[src/rtl/mac_result_drain.sv]
// mac_result_drain
//   Read-side companion to the 2x2 MAC array. A start pulse in IDLE captures
//   all four accumulators in one edge, pulses clear_all for one cycle, then
//   streams the four results (order 00, 01, 10, 11) over a valid/ready port
//   after a logical right shift and unsigned saturation to OUT_WIDTH bits.
//
// Ports:
//   clock, reset            rising-edge clock, asynchronous active-high reset
//   start                   drain request, only honoured in IDLE
//   acc_00..acc_11          unsigned accumulators from the MAC array
//   clear_all               one-cycle clear pulse to the MAC array
//   busy                    high whenever a drain is in progress
//   out_valid / out_ready   result beat handshake
//   out_data                narrowed result
//   out_index               source MAC of the beat (0=00 1=01 2=10 3=11)
//   out_last                marks the index-3 beat
//   out_sat                 beat was clipped to all ones
//   done                    one-cycle pulse after the last beat is accepted
module mac_result_drain #(
    parameter int ACC_WIDTH = 20,
    parameter int OUT_WIDTH = 16,
    parameter int SHIFT     = 0
) (
    input  logic                 clock,
    input  logic                 reset,
    input  logic                 start,
    input  logic [ACC_WIDTH-1:0] acc_00,
    input  logic [ACC_WIDTH-1:0] acc_01,
    input  logic [ACC_WIDTH-1:0] acc_10,
    input  logic [ACC_WIDTH-1:0] acc_11,
    output logic                 clear_all,
    output logic                 busy,
    output logic                 out_valid,
    input  logic                 out_ready,
    output logic [OUT_WIDTH-1:0] out_data,
    output logic [1:0]           out_index,
    output logic                 out_last,
    output logic                 out_sat,
    output logic                 done
);

    typedef enum logic {IDLE, STREAM} state_t;

    state_t               state, state_next;
    logic [ACC_WIDTH-1:0] snap [4];
    logic                 load_snap;
    logic                 clear_next, valid_next, done_next, last_next;
    logic [1:0]           index_next;
    logic [OUT_WIDTH:0]   beat_next;   // {sat, data}

    // Shift then clip; returns {sat, data}. Any bit surviving above
    // OUT_WIDTH after the shift means the value does not fit.
    function automatic logic [OUT_WIDTH:0] narrow(input logic [ACC_WIDTH-1:0] v);
        logic [ACC_WIDTH-1:0] s;
        s = v >> SHIFT;
        if ((s >> OUT_WIDTH) != '0)
            return {1'b1, {OUT_WIDTH{1'b1}}};
        return {1'b0, s[OUT_WIDTH-1:0]};
    endfunction

    assign busy = (state != IDLE);

    always_comb begin
        state_next = state;
        load_snap  = 1'b0;
        clear_next = 1'b0;
        done_next  = 1'b0;
        valid_next = out_valid;
        index_next = out_index;
        last_next  = out_last;
        beat_next  = {out_sat, out_data};
        case (state)
            IDLE: begin
                if (start) begin
                    state_next = STREAM;
                    load_snap  = 1'b1;
                    clear_next = 1'b1;
                    valid_next = 1'b1;
                    index_next = 2'd0;
                    last_next  = 1'b0;
                    // First beat comes straight from the input so it is
                    // ready one cycle after the start edge.
                    beat_next  = narrow(acc_00);
                end
            end
            STREAM: begin
                if (out_valid && out_ready) begin
                    if (out_index == 2'd3) begin
                        state_next = IDLE;
                        valid_next = 1'b0;
                        last_next  = 1'b0;
                        done_next  = 1'b1;
                    end else begin
                        index_next = out_index + 2'd1;
                        last_next  = (out_index == 2'd2);
                        beat_next  = narrow(snap[index_next]);
                    end
                end
            end
            default: state_next = IDLE;
        endcase
    end

    always_ff @(posedge clock or posedge reset) begin
        if (reset) begin
            state     <= IDLE;
            clear_all <= 1'b0;
            out_valid <= 1'b0;
            done      <= 1'b0;
            out_index <= 2'd0;
            out_last  <= 1'b0;
            out_sat   <= 1'b0;
            out_data  <= '0;
            for (int i = 0; i < 4; i++) snap[i] <= '0;
        end else begin
            state     <= state_next;
            clear_all <= clear_next;
            out_valid <= valid_next;
            done      <= done_next;
            out_index <= index_next;
            out_last  <= last_next;
            {out_sat, out_data} <= beat_next;
            if (load_snap) begin
                snap[0] <= acc_00;
                snap[1] <= acc_01;
                snap[2] <= acc_10;
                snap[3] <= acc_11;
            end
        end
    end

endmodule

[config.mk]
export PLATFORM = sky130hd
export DESIGN_NAME = mac_result_drain
export DESIGN_NICKNAME = d
export VERILOG_FILES = /design/src/rtl/mac_result_drain.sv
export SDC_FILE = /design/constraint.sdc
export NUM_CORES = 1
export LEC_CHECK = 0
export CELL_PAD_IN_SITES_DETAIL_PLACEMENT = 1
export CELL_PAD_IN_SITES_GLOBAL_PLACEMENT = 1
export CORE_MARGIN = 3
export CORE_UTILIZATION = 34
export CTS_CLUSTER_SIZE = 8
export DETAILED_ROUTE_END_ITERATION = 6
export PLACE_DENSITY_LB_ADDON = 0.1
export SLEW_MARGIN = 20
export SYNTH_ARGS = -nofsm -noshare
export SYNTH_HDL_FRONTEND = slang
export SYNTH_SLANG_ARGS = --single-unit
[constraint.sdc]
create_clock -name clock -period 3.2 [get_ports clock]
set_input_delay 0.48 -clock clock [delete_from_list [all_inputs] [get_ports clock]]
set_output_delay 0.48 -clock clock [all_outputs]
set_load 0.005 [all_outputs]
==> key figures, run 1 <==
Placement
  • Detailed placer's ending HPWL: about 8900 µm
  • Placer Congestion: 0.762
  • I/O Buffers: 107
  • Placed insts: 732

Final layout
  • Final std cells w/o fill: between 700 and 800
  • NumNets Final: 657
  • Layout area overhead: 36.6%
  • Ratio of cells with drive above 1 in the final layout: ~7%
  • Inserted Diodes: 0

CTS
  • CTS sink cnt: around 100
  • Max H-tree Level: 3
  • # hold bufs at CTS: 0
  • Clk_lat worst skew: 0.35 ns
  • Clk Tree Root Cell: clkbuf_16
  • TritonCTS buffer count: 9
  • CTS Buffer Depth: 2
  • CTS tree: built
  • Postcts setup bufs: 0
  • Post-CTS sizing: 0
  • Clock-pin slew on the worst setup and hold paths: ~0.070 ns

Detailed routing
  • Pre-Repair DR Iteration Count: 4
  • Met2 WL: 5970 µm
  • DRC errors left: 0
  • Routed Antenna Nets: 0
  • M1 WL: 5790 µm
  • Via count: 3575
  • Met3 wire length: approximately 760 µm
  • Max layer used: met4
  • Drt total wl: around 13000 µm
  • DR vias/cell: around 4.8
  • Routed WL per cell: approximately 17 µm
  • Iteration-0 DRC count of the detailed router: between 150 and 200

Setup path
  • Largest fanout on the critical path: 9
  • Worst flop-to-flop path endpoint: out_data[2]
  • WP data required: 3.43 ns
  • R2R setup slack: ~0.47 ns
  • R2R depth: 6
  • Slowest cell on crit path: or4b_2
  • Worst Setup End Kind: register
  • R2R Path Start: out_index[1]
  • Setup CP Type: reg2reg
  • Cells along the critical path: ha_1 > or4b_2 > o22ai_1 > o311a_1 > buf_4 > a21oi_1
  • CP Data Arrival Time: 2.96 ns
  • CP max stage delay: around 0.64 ns
  • Critical Path Source Type: register

Timing
  • Worst slew margin: 48.3%
  • Final setup viols: 0
  • Fmax: 366 MHz
  • Sum of negative setup slack: 0 ns
  • Slew Limit Fails: 0
  • Setup Skew: approximately 0.0082 ns
  • RSZ-0062 raised after global routing: false
  • Final hold vios: 0
  • Post-layout min period: 2.73 ns
  • Final period util: 85.5%
  • Worst slew pin tran: 0.774 ns

Synthesis
  • Syn nets: between 500 and 600
  • Synth top area cells: dfrtp_1 58%, nand2_1 20%, mux4_2 5.5%
  • Cell variety after synth: 29
  • Ys async rst share: 100%
  • Cell Area, Synth: about 4500 µm²
  • Sequential element share of the synthesized area: 57.6%
  • Post-synth top area cell: dfrtp_1
  • Top-count cell post-synth: nand2_1
  • Synth top area share: 57.6%
  • Synthesized instance count: approximately 470
  • Syn_area_per_cell: about 9.6 µm²
  • Number of synthesized register bits: about 100
  • Synth warn: 0
  • Synth cell count leaders: 243 x nand2_1, 104 x dfrtp_1, 22 x nor2_1
  • Post-synth EDFFs: 0
  • Ys flop type: dfrtp_1

Min path
  • Hold EP: snap[43]
  • Min-delay src: snap[43]
  • Worst Hold Class: reg2reg
  • WHS Path Cells: 2

Die
  • Starting Density: about a third
  • Die width: around 120 µm
  • Die area: 14700 µm²
  • Rows: about 40
  • Core region area: 12800 µm²
  • Top-Level Pins: about 110
  • Die height: roughly 120 µm

GRT
  • Largest net degree at the start of global routing: just under 60
  • Initial antenna violation count: 0
  • GRT Overall Usage: 18.3%
  • Gr ovfl total: 0
  • First-pass GRT wire length: 20800 µm
  • Vias in the first global route: around 4000

Run
  • Max cap viols: 0

Power and ir drop
  • Max rail drop VDD: between 0.0003 and 0.0004 V
  • PwrDens: approximately 920 nW/µm²
  • Leak pwr: 3.02 nW

Run status
  • Run status: finished clean
==> logic make-up (layout without fill, tap and decap cells) <==
group,Yosys count,count (layout),synth area share (%)
and+or+nand+nor,276,276,23.7
buffers and inverters,31,138,3.15
DFF,104,104,57.6
AOI/OAI and AO/OA,23,23,2.82
muxes,33,33,12.2
adders and majority gates,2,2,0.553
==> per-stage QoR <==
stage	total power [mW]	setup slack [ns]	hold WS (ns)	utilization (%)	instance area, µm²
3_5_place_dp	4.37	0.465	0.455	45.3	5810
4_1_cts	5.74	0.463	0.480	48.2	6180
6_report	5.67	0.465	0.472	48.2	6180
3_3_place_gp	4.27	0.637	0.451	45.3	5810
5_1_grt	6.10	0.323	0.495	48.2	6180
2_1_floorplan	3.54	0.766	0.437	-	4520
==> where the power goes <==
group          switching, mW  internal (mW)  leakage [nW]
registers              0.349           1.89          1.26
clock network          0.496          0.845         0.172
logic                   1.01           1.08          1.59
==> flip-flops by register name, indices dropped and copies added (netlist names) <==
signal / cells
clear_all: 1
busy: 1
out_data: 16
out_index: 2
out_sat: 1
out_last: 1
out_valid: 1
done: 1
snap: 80
==> cells in the final DEF (no fill, tap or decap), types with 5 or more instances in the layout <==
| cell type | synthesis | routed |
|---|---|---|
| a21oi_1 | 16 | 16 |
| buf_4 | 1 | 7 |
| clkbuf_16 | 0 | 9 |
| clkdlybuf4s50_1 | 0 | 107 |
| dfrtp_1 | 104 | 104 |
| mux2i_1 | 17 | 17 |
| mux4_1 | 5 | 5 |
| mux4_2 | 11 | 11 |
| nand2_1 | 243 | 243 |
| nor2_1 | 22 | 22 |
==> final cells by class <==
type / instances / area, µm²
Timing Repair Buffer: 117 / 1180
Tap cell: 172 / 215
Multi-Input combinational cell: 334 / 1780
Inverter: 5 / 22.5
Clock inverter: 7 / 144
Sequential cell: 104 / 2600
Fill cell: 1426 / 6650
Clock buffer: 9 / 225
==> metal layers <==
metal | vias to the layer above | track usage, %
li1 | 1703 | -
met1 | 1784 | 24.8
met2 | 81 | 29.1
met3 | 7 | 5.41
met4 | 0 | 4.27
met5 | - | 0
==> worst max-delay path by stage <==
stage	depth (start not counted)	from	slack [ns]	endpoint
finish	6	out_index[1]	0.47	out_data[2]
global route	6	out_index[1]	0.32	out_data[0]
CTS	6	out_index[1]	0.46	out_data[0]
detailed placement	6	out_index[1]	0.47	out_data[7]
global placement	6	acc_00[17]	0.64	out_data[1]
floorplan	10	out_index[0]	0.77	out_data[0]
==> critical path, delay by kind of cell (launching register included) <==
kind                     cells  cell delay, ns
AO/OA/AOI/OAI                3            0.75
AND/OR/NAND/NOR              1            0.64
adder cells (fa/ha/maj)      1            0.54
flip-flops                   1            0.42
buffers and inverters        1            0.27
No activity file was read; power rests on OpenSTA's default activity.
==> inputs of run 2 (changes only) <==
--- a/config.mk
+++ b/config.mk
@@ -5,11 +5,12 @@
 export SDC_FILE = /design/constraint.sdc
 export NUM_CORES = 1
 export LEC_CHECK = 0
+export ABC_CLOCK_PERIOD_IN_PS = 3200
 export CELL_PAD_IN_SITES_DETAIL_PLACEMENT = 1
 export CELL_PAD_IN_SITES_GLOBAL_PLACEMENT = 1
 export CORE_MARGIN = 3
 export CORE_UTILIZATION = 34
-export CTS_CLUSTER_SIZE = 8
+export CTS_CLUSTER_DIAMETER = 150
 export DETAILED_ROUTE_END_ITERATION = 6
 export PLACE_DENSITY_LB_ADDON = 0.1
 export SLEW_MARGIN = 20
==> results of run 2 <==
Same layout as run 1: the final DEF is identical, and so are final timing and power.
